===== src/rtl/fpu_int_to_float_if.sv =====
// Handshake bundle between the integer source, the int-to-float converter and its consumer.
// Latency: none (wires only).
// Backpressure: in_valid/in_ready on the input side, out_valid/out_ready on the output side.
//
// Ports (signals):
//   in_valid, in_ready, in_data[INT_W]        integer operand handshake
//   out_valid, out_ready, out_data[32], out_inexact  converted operand handshake
// Modports: slave = converter view, master = surrounding producer/consumer view.
interface fpu_int_to_float_if #(
  parameter int INT_W = 32
);
  logic             in_valid;
  logic             in_ready;
  logic [INT_W-1:0] in_data;
  logic             out_valid;
  logic             out_ready;
  logic [31:0]      out_data;
  logic             out_inexact;

  modport slave (
    input  in_valid, in_data, out_ready,
    output in_ready, out_valid, out_data, out_inexact
  );

  modport master (
    output in_valid, in_data, out_ready,
    input  in_ready, out_valid, out_data, out_inexact
  );
endinterface


===== src/rtl/fpu_int_to_float.sv =====
// Signed integer -> FPU operand {sign, exp[5:0] bias BIAS, man[24:0], hidden 1}; zero -> 32'h0.
// Latency: out_valid after edge k+lz+2 (lz = leading zeros of |x|), after edge k for zero.
// Backpressure: result held in DONE until out_ready; in_ready only in IDLE (one bubble after DONE).
//
// Ports: clock, reset (async, active-low), io (fpu_int_to_float_if.slave):
//   in_valid/in_ready/in_data, out_valid/out_ready/out_data/out_inexact.
// Build option: define FP_CONV_ROUND_EN for round-to-nearest-even, otherwise the
//   mantissa is truncated. out_inexact and latency do not depend on the option.
module fpu_int_to_float #(
  parameter int INT_W = 32,
  parameter int BIAS  = 31
) (
  input logic              clock,
  input logic              reset,
  fpu_int_to_float_if.slave io
);

  if (INT_W < 2 || INT_W > 32) begin : g_bad_int_w
    $error("fpu_int_to_float: INT_W must be in 2..32");
  end
  if (BIAS + INT_W - 1 > 63) begin : g_bad_bias
    $error("fpu_int_to_float: BIAS+INT_W-1 must not exceed 63");
  end

  // Fraction window below the hidden bit: at least 25 mantissa + guard + 1 sticky bit.
  localparam int         PW       = (INT_W - 1 > 27) ? INT_W - 1 : 27;
  localparam logic [6:0] EXP_INIT = 7'(BIAS + INT_W - 1);

  typedef enum logic [1:0] {IDLE, NORM, ROUND, DONE} state_t;

  state_t           state;
  logic             sign_q;
  logic [INT_W-1:0] mag_q;
  logic [6:0]       exp_q;
  logic [31:0]      out_data_q;
  logic             out_inexact_q;

  // Magnitude of the incoming operand; -2^(INT_W-1) maps onto itself as unsigned.
  logic [INT_W-1:0] mag_in;
  assign mag_in = io.in_data[INT_W-1] ? ((~io.in_data) + {{(INT_W-1){1'b0}}, 1'b1})
                                      : io.in_data;

  // Rounding datapath, valid while in ROUND (mag_q normalised, MSB = hidden 1).
  logic [PW-1:0] frac;
  logic [24:0]   man;
  logic          guard;
  logic          sticky;
  logic          rnd_inc;
  logic [25:0]   man_rnd;
  logic [6:0]    exp_fin;

  always_comb begin
    frac              = '0;
    frac[PW-1 -: INT_W-1] = mag_q[INT_W-2:0];
    man               = frac[PW-1 -: 25];
    guard             = frac[PW-26];
    sticky            = |frac[PW-27:0];
`ifdef FP_CONV_ROUND_EN
    rnd_inc           = guard & (sticky | man[0]);
`else
    rnd_inc           = 1'b0;
`endif
    // A carry out of the mantissa leaves man_rnd[24:0] at zero and bumps the exponent.
    man_rnd           = {1'b0, man} + {25'd0, rnd_inc};
    exp_fin           = exp_q + {6'd0, man_rnd[25]};
  end

  always_ff @(posedge clock or negedge reset) begin
    if (!reset) begin
      state         <= IDLE;
      sign_q        <= 1'b0;
      mag_q         <= '0;
      exp_q         <= '0;
      out_data_q    <= '0;
      out_inexact_q <= 1'b0;
    end else begin
      case (state)
        IDLE: begin
          if (io.in_valid) begin
            sign_q <= io.in_data[INT_W-1];
            mag_q  <= mag_in;
            exp_q  <= EXP_INIT;
            if (mag_in == '0) begin
              out_data_q    <= '0;
              out_inexact_q <= 1'b0;
              state         <= DONE;
            end else begin
              state <= NORM;
            end
          end
        end
        NORM: begin
          if (mag_q[INT_W-1]) begin
            state <= ROUND;
          end else begin
            mag_q <= mag_q << 1;
            exp_q <= exp_q - 7'd1;
          end
        end
        ROUND: begin
          // The 7-bit exponent is truncated to the 6-bit field by dropping its MSB.
          out_data_q    <= {sign_q, 31'({exp_fin, man_rnd[24:0]})};
          out_inexact_q <= guard | sticky;
          state         <= DONE;
        end
        DONE: begin
          if (io.out_ready) state <= IDLE;
        end
        default: state <= IDLE;
      endcase
    end
  end

  assign io.in_ready    = (state == IDLE);
  assign io.out_valid   = (state == DONE);
  assign io.out_data    = out_data_q;
  assign io.out_inexact = out_inexact_q;

endmodule


===== src/flat_wrapper.sv =====
// flat-port wrapper written by rule: the top's interface ports become plain ports
module fpu_int_to_float_flat 
#(
  parameter int INT_W = 32,
  parameter int BIAS  = 31
)
  (clock, reset, io_in_valid, io_in_data, io_out_ready, io_in_ready, io_out_valid, io_out_data, io_out_inexact);
  fpu_int_to_float_if #(.INT_W(INT_W)) io_i ();
  input logic clock;
  input logic reset;
  input wire logic [$bits(io_i.in_valid)-1:0] io_in_valid;
  input wire logic [$bits(io_i.in_data)-1:0] io_in_data;
  input wire logic [$bits(io_i.out_ready)-1:0] io_out_ready;
  output wire logic [$bits(io_i.in_ready)-1:0] io_in_ready;
  output wire logic [$bits(io_i.out_valid)-1:0] io_out_valid;
  output wire logic [$bits(io_i.out_data)-1:0] io_out_data;
  output wire logic [$bits(io_i.out_inexact)-1:0] io_out_inexact;
  assign io_i.in_valid = io_in_valid;
  assign io_i.in_data = io_in_data;
  assign io_i.out_ready = io_out_ready;
  assign io_in_ready = io_i.in_ready;
  assign io_out_valid = io_i.out_valid;
  assign io_out_data = io_i.out_data;
  assign io_out_inexact = io_i.out_inexact;
  fpu_int_to_float #(.INT_W(INT_W), .BIAS(BIAS)) u_core (.clock(clock), .reset(reset), .io(io_i));
endmodule

===== config.mk =====
export PLATFORM = sky130hd
export DESIGN_NAME = fpu_int_to_float_flat
export DESIGN_NICKNAME = d
export VERILOG_FILES = /design/src/rtl/fpu_int_to_float_if.sv /design/src/rtl/fpu_int_to_float.sv /design/src/flat_wrapper.sv
export SDC_FILE = /design/constraint.sdc
export NUM_CORES = 1
export LEC_CHECK = 0
export BUFFER_PORTS_ARGS = -buffer_cell sky130_fd_sc_hd__buf_2
export CORE_ASPECT_RATIO = 0.6
export CORE_MARGIN = 3
export CORE_UTILIZATION = 59
export CTS_CLUSTER_DIAMETER = 150
export DETAILED_ROUTE_END_ITERATION = 8
export PLACE_DENSITY = 0.82
export SYNTH_ARGS = -nofsm -noshare
export SYNTH_HDL_FRONTEND = slang
export SYNTH_SLANG_ARGS = --single-unit
export TNS_END_PERCENT = 50

===== constraint.sdc =====
create_clock -name clock -period 2.9 [get_ports clock]
set_clock_uncertainty 0.2 [all_clocks]
set_input_delay 0.435 -clock clock [delete_from_list [all_inputs] [get_ports clock]]
set_output_delay 0.435 -clock clock [all_outputs]
set_load 0.01 [all_outputs]

### Yosys cells after proc, flatten, opt, wreduce, memory -nomap -nowiden

Cells that the tools add are included.

* latch bits: 0
* register bits after elaboration: 75
* memory bits (read-only): 0
* input port bits: 36
* word-level logic and storage cells: 47
* memory bits (writable): 0
* output and inout bits: 35
* memories kept: 0

* muxes and demuxes: 18
* add/subtract/negate cells: 2
* $lt $le $gt $ge: 0
* equal/unequal tests: 8
* reductions and logical operators: 10
* shift operators: 0
* bitwise logic cells: 2
* $mul: 0
* divide/modulo/power cells: 0

Operators by type and width (count)
* 32-bit two-way mux: 5
* 32-bit case mux with 2 select lines: 2
* 32-bit by 1-bit adder with 32-bit output (second input constant): 1
* 32-bit zero test: 1
* 32-bit NOT: 1
* 7-bit two-way mux: 2
* 7-bit case mux with 2 select lines: 1
* 3-bit AND reduction: 3
* 2-bit two-way mux: 4
* 2-bit case mux with 4 select lines: 1
* 7-bit by 1-bit subtractor with 7-bit output (second input constant): 1
* 2-bit inequality test (second input constant): 3
* 5-bit OR reduction: 1
* 2-bit == test (second input constant): 2
* 2-bit by 1-bit inequality test with 1-bit output (second input constant): 2
* 2-bit AND reduction: 2
* 2-bit nonzero test: 2
* 2-bit by 1-bit == test with 1-bit output (second input constant): 1
* 2-bit zero test: 1
* 1-bit two-way mux: 2
* 1-bit case mux with 2 select lines: 1
* 1-bit OR: 1

### Logic depth before layout (Yosys ltp)

* word-level depth: 7
* gate-level depth with buffers: 12
* mapped depth without buffers: 10

### Worst setup path before layout

No wires, ideal clock.

* kind: input-to-reg
* from: input port io_in_data[10]
* to: register u_core.out_data_q[24], in the netlist u_core.io.out_data[24]
* path slack: -0.711 ns
* required time: 2.574 ns
* library setup time: 0.126 ns
* data arrival time: 3.285 ns
* buffers on the path: 2
* cell stages on the path: 10
* cells stage by stage: buf_2 -> or4_1 -> nor4_4 -> and3_1 -> o2111ai_1 -> or4b_4 -> nor3_4 -> a31oi_4 -> buf_6 -> a221o_1

* cells in the longest elaborated chain, start to end: 6

RTL lines
* start, declared: line flat_wrapper.sv:12 `input wire logic [$bits(io_i.in_data)-1:0] io_in_data;`
* 32-bit NOT: line fpu_int_to_float.sv:40 `assign mag_in = io.in_data[INT_W-1] ? ((~io.in_data) + {{(INT_W-1){1'b0}}, 1'b1})`
* 32-bit by 1-bit adder with 32-bit output: line fpu_int_to_float.sv:40
* 32-bit two-way mux *: line fpu_int_to_float.sv:40
* 32-bit zero test *: line fpu_int_to_float.sv:83 `if (mag_in == '0) begin`
* 2-bit by 1-bit inequality test with 1-bit output (no source line) *
* 3-bit AND reduction (no source line) *
* end signal, assigned: line fpu_int_to_float.sv:102 `out_data_q <= {sign_q, 31'({exp_fin, man_rnd[24:0]})};`
* end, declared: line fpu_int_to_float.sv:35 `logic [31:0] out_data_q;`

Every way passes the cells marked *; elsewhere a longest branch is shown, timed or not.
A chain may end at the register's enable or synchronous reset.

### Worst setup path after layout

* from: input port io_in_data[1]
* to: register u_core.out_data_q[12], in the netlist u_core.io.out_data[12]

Same word-level chain as after synthesis.

==> results.json <==
{
  "outcome": "finished, violations left",
  "failed_checks": "setup timing",
  "gp_congestion": 0.9626,
  "yosys_warnings": 0,
  "die_area_mm2": 0.009941,
  "synth_edf_count": 0,
  "r2r_start": "u_core.state[0]$_DFFE_PN0P_",
  "io_buffers": 70,
  "combPwrFrac_pct": 48.0,
  "async_reset_ff_share_pct": 100.0,
  "synth_top_area_share_pct": 35.89,
  "ir_drop_mv": 0.9358,
  "routed_wl_um": 16870,
  "globalRouteOverflowTotal": 0,
  "die_height_um": 78.44,
  "ff2ff_path_depth": 9,
  "yosys_register_bits": 74,
  "dr.first_iter.drc_count": 675,
  "yosys.cell_types.count": 76,
  "setup_viol": 34,
  "antenna_cells": 0,
  "netlist_instances": 563,
  "path_class": "primary input to flop",
  "fin_ws_ns": -0.4340,
  "synthTopCellsByCount": "dfrtp_1, nor2_1, nand2_1",
  "fin_crit_sh_pct": 115.0,
  "routed-via-count": 5493,
  "yosysTopAreaCell": "dfrtp_1",
  "synth_area_mm2": 0.005160,
  "holdWs_ns": 0.3150,
  "final_layout_size_suffix_gt1_share_pct": 35.32,
  "h-tree-depth": 3,
  "grt_pass1_vias": 5280,
  "pin_count": 71,
  "critical_path.startpoint": "io_in_data[1]",
  "p_int_mw": 3.693,
  "max_cap_violations": 0,
  "drcViolationCount": 0,
  "p_seq_share_pct": 31.1,
  "drv_slew": 0,
  "hold_path.class": "flop to flop",
  "grt_max_degree": 42,
  "worst_slew_margin_rel_pct": 49.11,
  "grt_pass1_wl_um": 27170,
  "finalPower_mw": 6.294,
  "finalHoldViolCount": 0,
  "ant_nets": 0,
  "clkTransAtPathRegs_ns": 0.06,
  "cp-end-kind": "flop",
  "fin_tns_setup_ns": -12.70,
  "insertion_delay_ns": 0.34,
  "vias_per_cell": 6.618,
  "fmax_ghz": 0.2999,
  "yosysMostFrequentCell": "dfrtp_1",
  "grt.total_usage_pct": 34.08,
  "core_area_mm2": 0.008164,
  "pre_cts_ws_ns": -0.8874,
  "clk_path_buf_depth": 2,
  "cp.arrival_ns": 3.34,
  "initial_core_util_pct": 63.20,
  "rows": 25,
  "startpoint_type": "primary input",
  "area_growth_pct": 32.81,
  "syn_area_per_cell_um2": 9.165,
  "r2r-end": "u_core.exp_q[5]$_DFFE_PN0P_",
  "path_max_fanout": 7,
  "fin_crit_ns": 3.334,
  "cts_sinks": 74,
  "clockPowerShare_pct": 20.8,
  "synthFlopType": "dfrtp_1",
  "drtPass1Iterations": 6,
  "power_density_mw_per_mm2": 918.5,
  "p_leak_nw": 3.066,
  "antenna_found_initial": 0,
  "place_hpwl_um": 11670,
  "switchingPower_mw": 2.601,
  "crit_required_ns": 2.91,
  "nFillCells": 463,
  "cts_buffers": 9,
  "root_buffer": "clkbuf_16",
  "rsz0062_at_grt": "yes",
  "die_x_um": 126.7,
  "r2r_slack_ns": 0.16,
  "synth.area.top_cells": "dfrtp_1, mux2i_1, a221o_1",
  "tightest_slew_ns": 0.7634,
  "p_sw_share_pct": 41.33,
  "ys_seq_area_share_pct": 35.89,
  "crit_end": "u_core.io.out_data[12]$_DFFE_PN0P_",
  "cts_tree": "built",
  "synth_nets": 605,
  "whs_path_depth": 2,
  "nets": 759,
  "wl_per_cell_um": 20.33,
  "final_core_util_pct": 83.94
}
cell type report:
cell class                 instances  area, um^2  area share (%)
multi-input combinational        428        3136           45.76
sequential                        74        1852           27.02
timing repair buffer             192        1329           19.39
clock buffer                      12       256.5           3.743
tap                              108       135.1           1.972
clock inverter                     4       97.59           1.424
inverter                          12       47.55          0.6938
flip-flops by register name, indices dropped and copies added (netlist names):
signal	count
u_core.exp_q	6
u_core.io.out_data	32
u_core.mag_q	32
u_core.sign_q	1
u_core.state	2
u_core.io.out_inexact	1
what timing repair did:
action / in CTS / in global routing
resized for setup: 25 / 15
gates cloned: 0 / 0
buffers inserted: 8 / 3
endpoints found under the hold margin: 33 / 0
hold buffers: 1 / 0
endpoints found under the setup margin: 34 / 35
pin swaps: 19 / 8
cell usage in the layout, fill, tap and decap left out, types with 3 or more instances in the layout:
| cell | netlist | routed |
|---|---|---|
| a211o_1 | 4 | 4 |
| a21oi_1 | 15 | 15 |
| a221o_1 | 30 | 30 |
| a22oi_1 | 9 | 9 |
| a31oi_1 | 3 | 3 |
| a41oi_1 | 5 | 5 |
| and3_1 | 4 | 4 |
| buf_2 | 3 | 68 |
| buf_4 | 1 | 114 |
| buf_6 | 10 | 6 |
| bufinv_16 | 0 | 3 |
| clkbuf_16 | 0 | 9 |
| dfrtp_1 | 74 | 74 |
| ha_1 | 6 | 4 |
| inv_1 | 11 | 9 |
| mux2i_1 | 35 | 35 |
| nand2_1 | 56 | 56 |
| nand2b_1 | 3 | 3 |
| nand3_1 | 10 | 10 |
| nand4_1 | 6 | 6 |
| nor2_1 | 60 | 59 |
| nor3_1 | 17 | 14 |
| nor4_1 | 7 | 6 |
| o21a_1 | 10 | 10 |
| o21ai_0 | 35 | 33 |
| o221ai_1 | 8 | 8 |
| o22a_1 | 4 | 4 |
| o31ai_1 | 9 | 6 |
| o31ai_2 | 0 | 3 |
| or3_1 | 4 | 3 |
| or4_1 | 4 | 3 |
| or4_4 | 3 | 4 |
| xnor2_1 | 14 | 11 |
| xnor2_2 | 0 | 3 |
| xor2_1 | 18 | 16 |
routing by layer:
layer	global-route usage, %	vias up	share of wire (%)
met3	9.381	40	11
met5	0	-	0
met1	47.63	2639	42
li1	-	2421	-
met4	9.850	0	1.7
met2	51.85	393	45
how the worst min path moves through the flow:
stage	startpoint	end
global route	u_core.io.out_inexact$_DFFE_PN0P_	u_core.io.out_inexact$_DFFE_PN0P_
floorplan	reset	u_core.exp_q[0]$_DFFE_PN0P_
global placement	u_core.mag_q[2]$_DFFE_PN0P_	u_core.mag_q[2]$_DFFE_PN0P_
finish	u_core.mag_q[2]$_DFFE_PN0P_	u_core.mag_q[2]$_DFFE_PN0P_
CTS	io_out_ready	u_core.state[1]$_DFFE_PN0P_
detailed placement	u_core.mag_q[2]$_DFFE_PN0P_	u_core.mag_q[2]$_DFFE_PN0P_
critical path: stages:
cell,delay (ns)
buf_6,0.10
buf_6,0.11
or4_4,0.63
nor2_4,0.22
a41o_2,0.25
xnor2_2,0.09
or4_4,0.55
nor3_4,0.27
a31oi_4,0.15
buf_6,0.17
a221o_1,0.37
power by group through the flow:
stage	clock (mW)	sequential, mW	combinational [mW]
finish	1.31	1.96	3.02
global route	1.37	1.99	3.29
detailed placement	0	1.93	2.87
global placement	0	1.90	2.72
floorplan	0	1.90	1.96
CTS	1.32	1.93	2.95
metrics by stage:
stage | instance area (um^2) | std cells
after global routing | 6853 | 830
after floorplan | 5179 | 563
after global placement | 6215 | 803
final | 6853 | 830
after detailed placement | 6215 | 803
after CTS | 6755 | 827
cell families (layout without fill, tap and decap cells):
kind of cell / Yosys count / after routing / synth area share (%)
XOR/XNOR: 32 / 32 / 5.432
flip-flops: 74 / 74 / 35.89
multiplexers: 36 / 36 / 7.008
adder cells (fa/ha/maj): 6 / 6 / 1.455
AND/OR/NAND/NOR: 197 / 197 / 19.40
buffers and inverters: 61 / 220 / 6.790
AO/OA/AOI/OAI: 157 / 157 / 24.03
Note: power is estimated with default switching activity, not from simulation.
